### src/rtl/serial_subtractor_if.sv
// rtl/serial_subtractor_if.sv - operand/result handshake bundle for the digit-serial subtractor
interface serial_subtractor_if #(
  parameter int SIZE = 32
);
  logic            start;
  logic [SIZE-1:0] a;
  logic [SIZE-1:0] b;
  logic            bin;
  logic            busy;
  logic            done;
  logic [SIZE-1:0] d;
  logic            borrowout;
  logic            overflow;

  modport master (
    output start, a, b, bin,
    input  busy, done, d, borrowout, overflow
  );

  modport slave (
    input  start, a, b, bin,
    output busy, done, d, borrowout, overflow
  );
endinterface

### src/rtl/serial_subtractor.sv
// rtl/serial_subtractor.sv - digit-serial a - b - bin, LSB digit first, with start/busy/done
module serial_subtractor #(
  parameter int SIZE  = 32,
  parameter int DIGIT = 1
) (
  input  logic                clk,
  input  logic                rst_n,
  serial_subtractor_if.slave  sub_if
);

  localparam int N  = SIZE / DIGIT;
  localparam int CW = (N > 1) ? $clog2(N) : 1;

  typedef enum logic [1:0] {IDLE, RUN, DONE} state_t;

  state_t          state_q, state_d;
  logic [SIZE-1:0] a_q, a_d;
  logic [SIZE-1:0] b_q, b_d;
  logic [SIZE-1:0] res_q, res_d;
  logic            brw_q, brw_d;
  logic [CW-1:0]   cnt_q, cnt_d;
  logic            sa_q, sa_d;
  logic            sb_q, sb_d;
  logic [SIZE-1:0] d_q, d_d;
  logic            bo_q, bo_d;
  logic            ovf_q, ovf_d;

  logic [DIGIT:0]        digit_sub;
  logic [SIZE+DIGIT-1:0] res_cat;
  logic [SIZE-1:0]       res_shift;

  always_ff @(posedge clk or negedge rst_n) begin
    if (!rst_n) begin
      state_q <= IDLE;
      a_q     <= '0;
      b_q     <= '0;
      res_q   <= '0;
      brw_q   <= 1'b0;
      cnt_q   <= '0;
      sa_q    <= 1'b0;
      sb_q    <= 1'b0;
      d_q     <= '0;
      bo_q    <= 1'b0;
      ovf_q   <= 1'b0;
    end else begin
      state_q <= state_d;
      a_q     <= a_d;
      b_q     <= b_d;
      res_q   <= res_d;
      brw_q   <= brw_d;
      cnt_q   <= cnt_d;
      sa_q    <= sa_d;
      sb_q    <= sb_d;
      d_q     <= d_d;
      bo_q    <= bo_d;
      ovf_q   <= ovf_d;
    end
  end

  // The extra top bit of the digit difference is the borrow into the next digit.
  assign digit_sub = {1'b0, a_q[DIGIT-1:0]} - {1'b0, b_q[DIGIT-1:0]} - {{DIGIT{1'b0}}, brw_q};
  assign res_cat   = {digit_sub[DIGIT-1:0], res_q};
  assign res_shift = res_cat[SIZE+DIGIT-1:DIGIT];

  always_comb begin
    state_d = state_q;
    a_d     = a_q;
    b_d     = b_q;
    res_d   = res_q;
    brw_d   = brw_q;
    cnt_d   = cnt_q;
    sa_d    = sa_q;
    sb_d    = sb_q;
    d_d     = d_q;
    bo_d    = bo_q;
    ovf_d   = ovf_q;
    case (state_q)
      IDLE, DONE: begin
        state_d = IDLE;
        if (sub_if.start) begin
          a_d     = sub_if.a;
          b_d     = sub_if.b;
          brw_d   = sub_if.bin;
          sa_d    = sub_if.a[SIZE-1];
          sb_d    = sub_if.b[SIZE-1];
          res_d   = '0;
          cnt_d   = '0;
          state_d = RUN;
        end
      end
      RUN: begin
        a_d   = a_q >> DIGIT;
        b_d   = b_q >> DIGIT;
        res_d = res_shift;
        brw_d = digit_sub[DIGIT];
        cnt_d = cnt_q + 1'b1;
        if (cnt_q == CW'(N - 1)) begin
          d_d     = res_shift;
          bo_d    = digit_sub[DIGIT];
          ovf_d   = (sa_q != sb_q) && (res_shift[SIZE-1] != sa_q);
          state_d = DONE;
        end
      end
      default: state_d = IDLE;
    endcase
  end

  assign sub_if.busy      = (state_q == RUN);
  assign sub_if.done      = (state_q == DONE);
  assign sub_if.d         = d_q;
  assign sub_if.borrowout = bo_q;
  assign sub_if.overflow  = ovf_q;

endmodule
### src/flat_wrapper.sv
// flat-port wrapper written by rule: the top's interface ports become plain ports
module serial_subtractor_flat 
#(
  parameter int SIZE  = 32,
  parameter int DIGIT = 1
)
  (clk, rst_n, sub_if_start, sub_if_a, sub_if_b, sub_if_bin, sub_if_busy, sub_if_done, sub_if_d, sub_if_borrowout, sub_if_overflow);
  serial_subtractor_if #(.SIZE(SIZE)) sub_if_i ();
  input  logic clk;
  input  logic rst_n;
  input wire logic [$bits(sub_if_i.start)-1:0] sub_if_start;
  input wire logic [$bits(sub_if_i.a)-1:0] sub_if_a;
  input wire logic [$bits(sub_if_i.b)-1:0] sub_if_b;
  input wire logic [$bits(sub_if_i.bin)-1:0] sub_if_bin;
  output wire logic [$bits(sub_if_i.busy)-1:0] sub_if_busy;
  output wire logic [$bits(sub_if_i.done)-1:0] sub_if_done;
  output wire logic [$bits(sub_if_i.d)-1:0] sub_if_d;
  output wire logic [$bits(sub_if_i.borrowout)-1:0] sub_if_borrowout;
  output wire logic [$bits(sub_if_i.overflow)-1:0] sub_if_overflow;
  assign sub_if_i.start = sub_if_start;
  assign sub_if_i.a = sub_if_a;
  assign sub_if_i.b = sub_if_b;
  assign sub_if_i.bin = sub_if_bin;
  assign sub_if_busy = sub_if_i.busy;
  assign sub_if_done = sub_if_i.done;
  assign sub_if_d = sub_if_i.d;
  assign sub_if_borrowout = sub_if_i.borrowout;
  assign sub_if_overflow = sub_if_i.overflow;
  serial_subtractor #(.SIZE(SIZE), .DIGIT(DIGIT)) u_core (.clk(clk), .rst_n(rst_n), .sub_if(sub_if_i));
endmodule
### config.mk
export PLATFORM = sky130hd
export DESIGN_NAME = serial_subtractor_flat
export DESIGN_NICKNAME = d
export VERILOG_FILES = /design/src/rtl/serial_subtractor_if.sv /design/src/rtl/serial_subtractor.sv /design/src/flat_wrapper.sv
export SDC_FILE = /design/constraint.sdc
export NUM_CORES = 1
export LEC_CHECK = 0
export BUFFER_PORTS_ARGS = -buffer_cell sky130_fd_sc_hd__buf_2
export CORE_MARGIN = 4
export CORE_UTILIZATION = 41
export DETAILED_ROUTE_END_ITERATION = 6
export PLACE_DENSITY = 0.71
export SLEW_MARGIN = 25
export SYNTH_ARGS = -nofsm -noshare
export SYNTH_HDL_FRONTEND = slang
export SYNTH_SLANG_ARGS = --single-unit
### constraint.sdc
create_clock -name clk -period 2.1 [get_ports clk]
set_clock_uncertainty 0.05 [all_clocks]
set_input_delay 0.105 -clock clk [delete_from_list [all_inputs] [get_ports clk]]
set_output_delay 0.105 -clock clk [all_outputs]
set_load 0.02 [all_outputs]
==> out/results.ini <==
[outcome]
status=finished, final reports clean

[synthesis]
synth-adder-area-share_pct=0.7944
synth_commonest_cells=dfrtp_1 (139), nand2_1 (70), nand3_1 (62)
synthCells=469
synth_nets=540
synth.mux.area_fraction_pct=6.708
async_flop_share_pct=100.0
ys_warn_count=0
synth_top_family_by_area=compound AO/OA/AOI/OAI gates
syn_area_mm2=0.005670
synth.most_common_cell=dfrtp_1
yosys.area.top_type_share_pct=61.34
ys.flop_type=dfrtp_1
ys_seq_elements=139
synth_xor_area_share_pct=0
synth_largest_area_cell=dfrtp_1
synth_edf_count=0
yosys.area_share.simple_pct=11.76
synth_compound_area_share_pct=14.41
synth.avg_cell_area_um2=12.09
synth-seq-area-share_pct=61.34
synth_cell_type_count=29
synth_area_leaders=dfrtp_1 (61%), a22oi_1 (8.1%), mux2_2 (6.4%)

[sta]
tns_ns=0
period_share_pct=92.09
relSlewSlack_pct=61.92
hold_slack_ns=0.1867
timing_hold_violations_final=0
timing.final.ws_setup_ns=0.1661
fin_crit_ns=1.934
fmax_mhz=517.1
slew_violations=0
finalSetupViolCount=0
worst_pin_slew_ns=0.5711
rsz0062_at_grt=no

[drt]
drc_errors=0
first_pass_iters=5
routed_wl_um=13360
antenna_left=0
routed_via_density=5.319
first_iter_violations=380
num_vias=4340
wl_per_cell_um=16.37

[layout]
diodes=0
final_layout_size_suffix_gt1_share_pct=28.13
post-route-cell-area_mm2=0.007564
area_growth_pct=33.38
fin_cells=816
nets=698

[worst_setup_path]
slowest_stage=dfrtp_1
cp_top_family=flip-flops
worstSetupPathType=reg -> reg
required_ns=2.35
worst-path-buf-inv=1
reg2reg_slack_ns=0.17
arrival_ns=2.18
max_stage_delay_ns=0.42
worstSetupEndpointType=flip-flop
crit_path_start_kind=flip-flop
crit_top_cell=ha_1
cp_cell_sequence=ha_1 > and3_1 > ha_1 > nand3b_1 > buf_12 > mux2_2
crit_path_max_fanout=37

[global_route]
grt_pass1_wl_um=22430
gr-total-overflow=0
grt_util_all_layers_pct=17.71
antenna_found_initial=1
grt_pass1_vias=4447
grt_max_degree=62

[place]
pre_cts_ws_ns=0.1660
placed_area_mm2=0.006302
placedCellCount=718
io_buffers=103
place_congestion=0.7374
dpl.hpwl_um=7644

[job]
max_cap_violations=0

[die]
io_pins=104
initial_core_util_pct=42.32
die_area_mm2=0.01578
rows=42
core-area_mm2=0.01340
die_w_um=125.6
dieHeight_um=125.6

[clock_network]
clk_pin_slew_ns=0.06
htree_levels=4
cts_tree=done
root_buffer=clkbuf_16
numCtsBuffers=17
clock_latency_ns=0.42
cts.sinks=139
cts_buffer_depth=2

[power]
seq_power_share_pct=40.6
ir_worst_vdd_mv=0.5810
combinationalPowerShare_pct=31.6
p_leak_nw=3.697
power_frac_clock_pct=27.8
p_int_mw=7.162
switchingPower_mw=3.756
power_density_mw_per_mm2=1444
switching_share_pct=34.40

[hold_path]
hold_class=in -> async

[power by group through the flow]
stage	clock [mW]	sequential, mW	combinational, mW
after floorplan	0	4.55	2.38
after global placement	0	4.40	3.24
after detailed placement	0	4.46	3.38
after CTS	3.11	4.43	3.48
after global routing	3.22	4.57	3.85
final	3.03	4.44	3.45
[per-stage QoR]
step	utilization [%]	power, mW
floorplan	-	6.932
global placement	47.03	7.646
detailed placement	47.03	7.836
CTS	56.44	11.02
global route	56.44	11.64
finish	56.44	10.92
[final timing paths]
| check | start | to | cells past startpoint |
|---|---|---|---|
| worst max-delay path | u_core.cnt_q[0]$_DFFE_PN0P_ | u_core.sub_if.d[21]$_DFFE_PN0P_ | 6 |
| min in group clk | sub_if_start | u_core.a_q[31]$_DFFE_PN0P_ | 3 |
| worst min-delay path | rst_n | u_core.sub_if.d[20]$_DFFE_PN0P_ | 2 |
| worst min register to register | u_core.cnt_q[3]$_DFFE_PN0P_ | u_core.cnt_q[3]$_DFFE_PN0P_ | 1 |
| max in group asynchronous | rst_n | u_core.cnt_q[1]$_DFFE_PN0P_ | 3 |
| worst max register to register | u_core.cnt_q[0]$_DFFE_PN0P_ | u_core.sub_if.d[21]$_DFFE_PN0P_ | 6 |
[cell usage in the layout (no fill, tap or decap), types with 4 or more instances in the layout]
cell type and instances:
buf_4 5, o21ai_0 4, dlygate4sd3_1 66, a22o_1 35
mux2_2 32, nand2_1 70, buf_2 102, dfrtp_1 139
clkbuf_16 17, buf_12 5, a22oi_1 61, clkinv_4 4
nand3_1 62
[state kept, by name (all words and copies together) (netlist names)]
register and flops:
u_core.a_q 32, u_core.b_q 32, u_core.sub_if.d 32, u_core.res_q 31
u_core.cnt_q 5, u_core.state_q 2, u_core.brw_q 1, u_core.sa_q 1
u_core.sb_q 1, u_core.sub_if.borrowout 1, u_core.sub_if.overflow 1
[cells by family (layout without fill, tap and decap cells)]
group / count (synthesis) / after routing
AOI/OAI and AO/OA: 104 / 104
adders and majority gates: 3 / 3
buffers and inverters: 44 / 215
DFF: 139 / 139
muxes: 34 / 34
and+or+nand+nor: 145 / 145
[final cells by class]
type,count,area (µm²)
Tap cell,176,220.2
Multi-Input combinational cell,286,1922
Sequential cell,139,3478
Timing Repair Buffer,179,1320
Inverter,4,22.52
Clock buffer,19,432.9
Fill cell,1102,5837
Clock inverter,13,167.7
[routing by layer]
layer	share of wire (%)	track usage (%)
met1	44	22.97
met2	48	27.75
met3	5.2	4.904
met4	2.5	8.163
met5	0.097	0
[what timing repair did]
item / in CTS / in global routing
endpoints found under the hold margin: 126 / 0
gates resized for setup: 0 / 0
setup buffers: 0 / 0
hold buffers: 66 / 0
Power figures use the tool's default switching activity.
